## src/rtl/alu_result_stage_if.sv

```systemverilog
// alu_result_stage_if: bundles every signal between the ALU result stage and
// the logic around it.
//   in_*     ALU result, destination tag and handshake (producer -> stage)
//   out_*    head of the in-order result queue (stage -> register file)
//   flag_*   committed architectural flags
//   br_*     branch condition code in, evaluated result out
// Modports: slave = the stage, master = the surrounding environment.
interface alu_result_stage_if #(
   parameter int unsigned DATA_W = 32,
   parameter int unsigned REG_AW = 5
) ();
   logic              in_valid;
   logic              in_ready;
   logic [DATA_W-1:0] in_value;
   logic              in_carry;
   logic              in_zero;
   logic              in_msb;
   logic              in_setflags;
   logic              in_wen;
   logic [REG_AW-1:0] in_rd;
   logic              out_valid;
   logic              out_ready;
   logic [DATA_W-1:0] out_value;
   logic [REG_AW-1:0] out_rd;
   logic              out_wen;
   logic              flag_carry;
   logic              flag_zero;
   logic              flag_sign;
   logic [2:0]        br_cond;
   logic              br_taken;

   modport slave (
      input  in_valid, in_value, in_carry, in_zero, in_msb, in_setflags, in_wen, in_rd,
      output in_ready,
      output out_valid, out_value, out_rd, out_wen,
      input  out_ready,
      output flag_carry, flag_zero, flag_sign,
      input  br_cond,
      output br_taken
   );

   modport master (
      output in_valid, in_value, in_carry, in_zero, in_msb, in_setflags, in_wen, in_rd,
      input  in_ready,
      input  out_valid, out_value, out_rd, out_wen,
      output out_ready,
      input  flag_carry, flag_zero, flag_sign,
      output br_cond,
      input  br_taken
   );
endinterface

```

## src/rtl/alu_result_stage.sv

```systemverilog
// alu_result_stage: execute-to-writeback stage after the ALU.
//   clk  rising-edge clock
//   rst  asynchronous active-high reset
//   bus  alu_result_stage_if.slave: ALU result in (valid/ready), 2-entry in-order
//        FIFO head out toward the register file (valid/ready), committed flags,
//        and branch condition evaluation on those flags.
module alu_result_stage #(
   parameter int unsigned DATA_W = 32,
   parameter int unsigned REG_AW = 5
) (
   input logic               clk,
   input logic               rst,
   alu_result_stage_if.slave bus
);

   logic [DATA_W-1:0] value_q [2];
   logic [DATA_W-1:0] value_d [2];
   logic [REG_AW-1:0] rd_q    [2];
   logic [REG_AW-1:0] rd_d    [2];
   logic [1:0]        wen_q;
   logic [1:0]        wen_d;
   logic              wr_ptr_q, wr_ptr_d;
   logic              rd_ptr_q, rd_ptr_d;
   logic [1:0]        count_q, count_d;
   logic              flag_carry_q, flag_carry_d;
   logic              flag_zero_q, flag_zero_d;
   logic              flag_sign_q, flag_sign_d;

   logic in_ready;
   logic out_valid;
   logic push;
   logic pop;

   // Both handshake flags come from registered state only.
   assign in_ready  = (count_q != 2'd2);
   assign out_valid = (count_q != 2'd0);
   assign push      = bus.in_valid & in_ready;
   assign pop       = out_valid & bus.out_ready;

   always_comb begin
      value_d      = value_q;
      rd_d         = rd_q;
      wen_d        = wen_q;
      wr_ptr_d     = wr_ptr_q;
      rd_ptr_d     = rd_ptr_q;
      count_d      = count_q;
      flag_carry_d = flag_carry_q;
      flag_zero_d  = flag_zero_q;
      flag_sign_d  = flag_sign_q;

      if (push) begin
         value_d[wr_ptr_q] = bus.in_value;
         rd_d[wr_ptr_q]    = bus.in_rd;
         wen_d[wr_ptr_q]   = bus.in_wen;
         wr_ptr_d          = ~wr_ptr_q;
         // Flag load follows the accept alone, regardless of queue state.
         if (bus.in_setflags) begin
            flag_carry_d = bus.in_carry;
            flag_zero_d  = bus.in_zero;
            flag_sign_d  = bus.in_msb;
         end
      end

      if (pop) begin
         rd_ptr_d = ~rd_ptr_q;
      end

      case ({push, pop})
         2'b10:   count_d = count_q + 2'd1;
         2'b01:   count_d = count_q - 2'd1;
         default: count_d = count_q;
      endcase
   end

   always_ff @(posedge clk or posedge rst) begin
      if (rst) begin
         for (int i = 0; i < 2; i++) begin
            value_q[i] <= '0;
            rd_q[i]    <= '0;
         end
         wen_q        <= '0;
         wr_ptr_q     <= 1'b0;
         rd_ptr_q     <= 1'b0;
         count_q      <= 2'd0;
         flag_carry_q <= 1'b0;
         flag_zero_q  <= 1'b0;
         flag_sign_q  <= 1'b0;
      end else begin
         value_q      <= value_d;
         rd_q         <= rd_d;
         wen_q        <= wen_d;
         wr_ptr_q     <= wr_ptr_d;
         rd_ptr_q     <= rd_ptr_d;
         count_q      <= count_d;
         flag_carry_q <= flag_carry_d;
         flag_zero_q  <= flag_zero_d;
         flag_sign_q  <= flag_sign_d;
      end
   end

   logic br_taken;

   always_comb begin
      br_taken = 1'b0;
      case (bus.br_cond)
         3'b000:  br_taken = 1'b0;
         3'b001:  br_taken = 1'b1;
         3'b010:  br_taken = flag_zero_q;
         3'b011:  br_taken = ~flag_zero_q;
         3'b100:  br_taken = flag_carry_q;
         3'b101:  br_taken = ~flag_carry_q;
         3'b110:  br_taken = flag_sign_q;
         3'b111:  br_taken = ~flag_sign_q;
         default: br_taken = 1'b0;
      endcase
   end

   assign bus.in_ready   = in_ready;
   assign bus.out_valid  = out_valid;
   assign bus.out_value  = value_q[rd_ptr_q];
   assign bus.out_rd     = rd_q[rd_ptr_q];
   assign bus.out_wen    = wen_q[rd_ptr_q] & out_valid;
   assign bus.flag_carry = flag_carry_q;
   assign bus.flag_zero  = flag_zero_q;
   assign bus.flag_sign  = flag_sign_q;
   assign bus.br_taken   = br_taken;

endmodule

```

## src/flat_wrapper.sv

```systemverilog
// flat-port wrapper written by rule: the top's interface ports become plain ports
module alu_result_stage_flat 
#(
   parameter int unsigned DATA_W = 32,
   parameter int unsigned REG_AW = 5
)
  (clk, rst, bus_in_valid, bus_in_value, bus_in_carry, bus_in_zero, bus_in_msb, bus_in_setflags, bus_in_wen, bus_in_rd, bus_in_ready, bus_out_valid, bus_out_value, bus_out_rd, bus_out_wen, bus_out_ready, bus_flag_carry, bus_flag_zero, bus_flag_sign, bus_br_cond, bus_br_taken);
  alu_result_stage_if #(.DATA_W(DATA_W), .REG_AW(REG_AW)) bus_i ();
  input logic clk;
  input logic rst;
  input wire logic [$bits(bus_i.in_valid)-1:0] bus_in_valid;
  input wire logic [$bits(bus_i.in_value)-1:0] bus_in_value;
  input wire logic [$bits(bus_i.in_carry)-1:0] bus_in_carry;
  input wire logic [$bits(bus_i.in_zero)-1:0] bus_in_zero;
  input wire logic [$bits(bus_i.in_msb)-1:0] bus_in_msb;
  input wire logic [$bits(bus_i.in_setflags)-1:0] bus_in_setflags;
  input wire logic [$bits(bus_i.in_wen)-1:0] bus_in_wen;
  input wire logic [$bits(bus_i.in_rd)-1:0] bus_in_rd;
  output wire logic [$bits(bus_i.in_ready)-1:0] bus_in_ready;
  output wire logic [$bits(bus_i.out_valid)-1:0] bus_out_valid;
  output wire logic [$bits(bus_i.out_value)-1:0] bus_out_value;
  output wire logic [$bits(bus_i.out_rd)-1:0] bus_out_rd;
  output wire logic [$bits(bus_i.out_wen)-1:0] bus_out_wen;
  input wire logic [$bits(bus_i.out_ready)-1:0] bus_out_ready;
  output wire logic [$bits(bus_i.flag_carry)-1:0] bus_flag_carry;
  output wire logic [$bits(bus_i.flag_zero)-1:0] bus_flag_zero;
  output wire logic [$bits(bus_i.flag_sign)-1:0] bus_flag_sign;
  input wire logic [$bits(bus_i.br_cond)-1:0] bus_br_cond;
  output wire logic [$bits(bus_i.br_taken)-1:0] bus_br_taken;
  assign bus_i.in_valid = bus_in_valid;
  assign bus_i.in_value = bus_in_value;
  assign bus_i.in_carry = bus_in_carry;
  assign bus_i.in_zero = bus_in_zero;
  assign bus_i.in_msb = bus_in_msb;
  assign bus_i.in_setflags = bus_in_setflags;
  assign bus_i.in_wen = bus_in_wen;
  assign bus_i.in_rd = bus_in_rd;
  assign bus_in_ready = bus_i.in_ready;
  assign bus_out_valid = bus_i.out_valid;
  assign bus_out_value = bus_i.out_value;
  assign bus_out_rd = bus_i.out_rd;
  assign bus_out_wen = bus_i.out_wen;
  assign bus_i.out_ready = bus_out_ready;
  assign bus_flag_carry = bus_i.flag_carry;
  assign bus_flag_zero = bus_i.flag_zero;
  assign bus_flag_sign = bus_i.flag_sign;
  assign bus_i.br_cond = bus_br_cond;
  assign bus_br_taken = bus_i.br_taken;
  alu_result_stage #(.DATA_W(DATA_W), .REG_AW(REG_AW)) u_core (.clk(clk), .rst(rst), .bus(bus_i));
endmodule
```

## config.mk

```make
export PLATFORM = sky130hd
export DESIGN_NAME = alu_result_stage_flat
export DESIGN_NICKNAME = d
export VERILOG_FILES = /design/src/rtl/alu_result_stage_if.sv /design/src/rtl/alu_result_stage.sv /design/src/flat_wrapper.sv
export SDC_FILE = /design/constraint.sdc
export NUM_CORES = 1
export LEC_CHECK = 0
export BUFFER_PORTS_ARGS = -buffer_cell sky130_fd_sc_hd__buf_2
export CORE_ASPECT_RATIO = 0.9
export CORE_MARGIN = 2
export CORE_UTILIZATION = 45
export CTS_CLUSTER_DIAMETER = 100
export DETAILED_ROUTE_END_ITERATION = 6
export PLACE_DENSITY_LB_ADDON = 0.12
export SYNTH_ARGS = -nofsm -noshare
export SYNTH_HDL_FRONTEND = slang
export SYNTH_SLANG_ARGS = --single-unit
```

## constraint.sdc

```tcl
create_clock -name clk -period 3 [get_ports clk]
set_input_delay 0.45 -clock clk [delete_from_list [all_inputs] [get_ports clk]]
set_output_delay 0.45 -clock clk [all_outputs]
set_load 0.005 [all_outputs]
```

Yosys cells after proc, flatten, opt, wreduce, memory -nomap -nowiden --
Cells that the tools add are included.
Word-level totals: register bits after elaboration 83, bits in latches 0, memory bits (writable) 0, bits in read-only memories 0, output and inout bits 44, memories kept 0
Cells by class: $add $sub $neg 2, $mul 0, div/mod/pow operators 0, magnitude comparators 6, eq/ne operators 10, shift-type cells 0, muxes and demuxes 19, bitwise operators 10, reductions and logical operators 6
Operator list (number):
- $mux 32 | 4
- $bwmux 64 | 1
- $demux 32 s1 | 1
- $mux 5 | 4
- $eq 3x3->1 const B | 4
- $bwmux 10 | 1
- $pmux 1 s8 | 1
- $eq 3x2->1 const B | 2
- $demux 5 s1 | 1
- $not 1->1 | 5
- $ge 2x2->1 const B | 2
- $lt 1x2->1 const B | 2
- $not 1->2 | 2
- $pmux 2 s2 | 1
- $reduce_bool 2->1 | 2
- $and 1x1->1 | 3
- $eq 3x1->1 const B | 1
- $logic_not 3->1 | 1
- $mux 1 | 3
- $add 2x1->2 const B | 1
- $bwmux 2 | 1
- $eq 2x1->1 const B | 1
- $eq 2x2->1 const B | 1
- $logic_and 1x1->1 | 2
- 6 further kinds | 6

Longest topological paths before layout --
depth after elaboration 6, gate-level depth with buffers 7

Worst setup path after synthesis --
OpenSTA, ideal clock, no wires.
path type flip-flop to output port, start point register u_core.rd_ptr_q, end point output bus_out_rd[0], data arrival time 1132 ps, data required time 2550 ps, setup slack 1418 ps, cell stages (with the launch flop) 4, buffers on the path 2, path through dfrtp_1 > buf_2 > buf_2 > mux2_2
On the way: word-level cells in the longest chain between the ends 4
Ends and longest elaborated chain:
- start, declared | line alu_result_stage.sv:23 | logic rd_ptr_q, rd_ptr_d;
- start signal, assigned | line alu_result_stage.sv:93 | rd_ptr_q <= rd_ptr_d;
- $not 1->2 (implied by the code) | line alu_result_stage.sv:121 | assign bus.out_rd = rd_q[rd_ptr_q];
- $mux 5 (implied by the code) (3 in series) | line alu_result_stage.sv:121
- end, declared | line flat_wrapper.sv:22 | output wire logic [$bits(bus_i.out_rd)-1:0] bus_out_rd;
No other way between the ends. The select of a mux whose other input is x is not followed.

Final worst setup path --
start point register u_core.rd_ptr_q, end point output bus_out_value[5]
On the way: word-level cells in the longest chain between the ends 4
Ends and longest elaborated chain:
- $not 1->2 (implied by the code) | line alu_result_stage.sv:120 | assign bus.out_value = value_q[rd_ptr_q];
- $mux 32 (implied by the code) (3 in series) | line alu_result_stage.sv:120
- end, declared | line flat_wrapper.sv:21 | output wire logic [$bits(bus_i.out_value)-1:0] bus_out_value;
No other way between the ends. The select of a mux whose other input is x is not followed.

==> qor.txt <==
Clock Skew = 7.907 ps
vias per inst = 5.005
total die area = 9237 um2
die width = 101.1 um
commonest non-fill, non-tap cell in the layout = buf_2
Detail Placement HPWL = 4535 um
Hold WS = 159.0 ps
status = complete, no violations
Final WS setup = 782.6 ps
Core Box Area = 8145 um2
post-route design area = 4564 um2
GPL Wtd Cong = 0.7195
Worst-Margin Slew = 794.2 ps
Area after DPL = 4337 um2
CTS Buf Count = 9
First-pass DRT Iterations = 4
register area share after synthesis = 54.41%
die height = 91.38 um
CTS Sinks = 83
DRT Wirelength = 7121 um
Finish-stage setup viols = 0
area taken by multi-input logic gates = 1618 um2
RSZ-0062 raised after global routing = no
initial antenna violation count = 0
maximum capacitance violations = 0
CTS Hold Bufs = 0
I/O pins = 93
pre-CTS setup slack = 1127 ps
P_leak = 0.002191 uW
fin. max-slew vios = 0
Nets = 377
Synth Area per Inst = 16.38 um2
synthesized flop and latch total = 83
GRT Overall Usage = 16.63%
YS warnings = 0
antenna-violating nets left = 0
CP max FO = 21
fillers = 688
post-synth design cell area = 3817 um2
Ant. Diodes = 0
Final Hold Fails = 0
Syn Nets = 283
H-tree level count = 3
max frequency = 451.0 MHz
GRT Residual Overflow = 0
worst vdd ir = 0.4891 mV
Final TNS setup = 0 ps
clk buf depth = 2
crit share post-route = 73.91%
Yosys cell types = 20
Cells after Synth = 233
drc violations = 0
pwr dens = 1152 nW/um2
clock-pin slew on the worst setup and hold paths = 90 ps
Starting Density = 46.87%
Worst slew margin = 47.05%
first-pass GRT wire length = 11830 um
register cell area after layout = 2078 um2
Post-CTS Resized = 0
CP Class = flip-flop to primary output
Reg2Reg Depth = 3
layout cells sized above 1 = 69.58%
clk_lat worst skew = 350 ps
Core Rows = 31
most frequent cells in the layout = 92 x buf_2, 82 x dfrtp_1, 76 x mux2_2, 40 x mux2_4, 11 x clkbuf_8
CTS tree = yes
WL per Instance = 16.52 um
CP endpoint kind = primary output
area growth from synthesis to layout = 19.57%
largest net degree at the start of global routing = 48
CP startpoint kind = flip-flop
Worst EP required = 2550 ps
Hold Crit Class = primary input to asynchronous set/reset pin
Setup Buffers After CTS = 0
Period minus WS final = 2217 ps
Crit path arrival time = 1770 ps
vias in the first global route = 2349
Root Buffer = clkbuf_8
Port Buffers = 92
via count = 2157
Util after Layout = 56.04%
Initial DRC Count = 55
## per-stage QoR
stage	power, uW	std cells
after floorplan	3707	233
after global placement	4356	415
after detailed placement	4394	415
after CTS	5338	431
after global routing	5622	431
final	5259	431
## cells by family (layout without fill, tap and decap cells)
group                      after synthesis  in the layout  share of synthesized area, %
buffers and inverters                   14            113                         3.212
xor gates and xnor gates                 6              6                         1.377
and+or+nand+nor                         10             10                         1.737
muxes                                  119            119                         38.94
adders and majority gates                1              1                        0.3277
DFF                                     83             83                         54.41
## layer usage
| metal | global-route usage, % | share of wire (%) |
|---|---|---|
| met1 | 22.23 | 46 |
| met2 | 25.50 | 47 |
| met3 | 6.390 | 5.8 |
| met4 | 4.054 | 1.1 |
| met5 | 0 | 0 |
## Yosys cell counts
library cell | count | area, um2
nand2b_4 | 1 | 13.76
ha_1 | 1 | 12.51
xor2_1 | 3 | 26.28
nor2_1 | 3 | 11.26
and3b_4 | 1 | 12.51
mux2_4 | 40 | 600.6
buf_4 | 1 | 7.510
and2_1 | 1 | 6.260
dfrtp_1 | 83 | 2077
buf_2 | 3 | 15.01
clkbuf_1 | 2 | 7.510
buf_12 | 2 | 40.04
inv_1 | 2 | 7.510
nand3_2 | 1 | 10.01
mux2i_1 | 3 | 30.03
buf_6 | 4 | 45.04
nand2_1 | 2 | 7.510
mux2_2 | 76 | 855.8
nand3_1 | 1 | 5.000
xnor2_1 | 3 | 26.28
## worst max-delay path, stage by stage (launching register included)
cell and delay (ps):
dfrtp_2 690, buf_12 250, mux2_2 350, buf_2 130
## path summary, 6_finish.rpt
kind                                                start                          endpoint  slack, ps
min in group clk                              bus_in_zero  u_core.bus.flag_zero$_DFFE_PP0P_        330
hold / removal                                        rst    u_core.value_q[44]$_DFFE_PP0P_        160
setup / recovery              u_core.rd_ptr_q$_DFFE_PP0P_                  bus_out_value[5]        780
setup reg to reg            u_core.count_q[0]$_DFFE_PP0P_    u_core.value_q[58]$_DFFE_PP0P_       1140
hold reg to reg            u_core.value_q[13]$_DFFE_PP0P_    u_core.value_q[13]$_DFFE_PP0P_        510
max in group asynchronous                             rst       u_core.rd_ptr_q$_DFFE_PP0P_       2170
## state kept, by name, indices dropped and copies added, names as in the netlist
signal	count
u_core.bus.flag_carry	1
u_core.bus.flag_sign	1
u_core.bus.flag_zero	1
u_core.count_q	2
u_core.rd_ptr_q	1
u_core.rd_q	10
u_core.value_q	64
u_core.wen_q	2
u_core.wr_ptr_q	1
## report_power, final
part | total (uW) | leakage [uW] | internal, uW | switching (uW)
logic | 2290 | 0.00110 | 1500 | 789
clock network | 915 | 0.000113 | 514 | 402
registers | 2060 | 0.000975 | 1700 | 357
total | 5260 | 0.00219 | 3710 | 1550
## final cells by class
cell class,instances,area share [%]
clock buffers,12,3.399
flip-flops and latches,83,45.53
multi-input cells,136,35.44
clock inverters,4,1.590
well taps,99,2.714
inverters,2,0.1919
repair buffers,95,11.13
(Power assumes the default switching activity.)
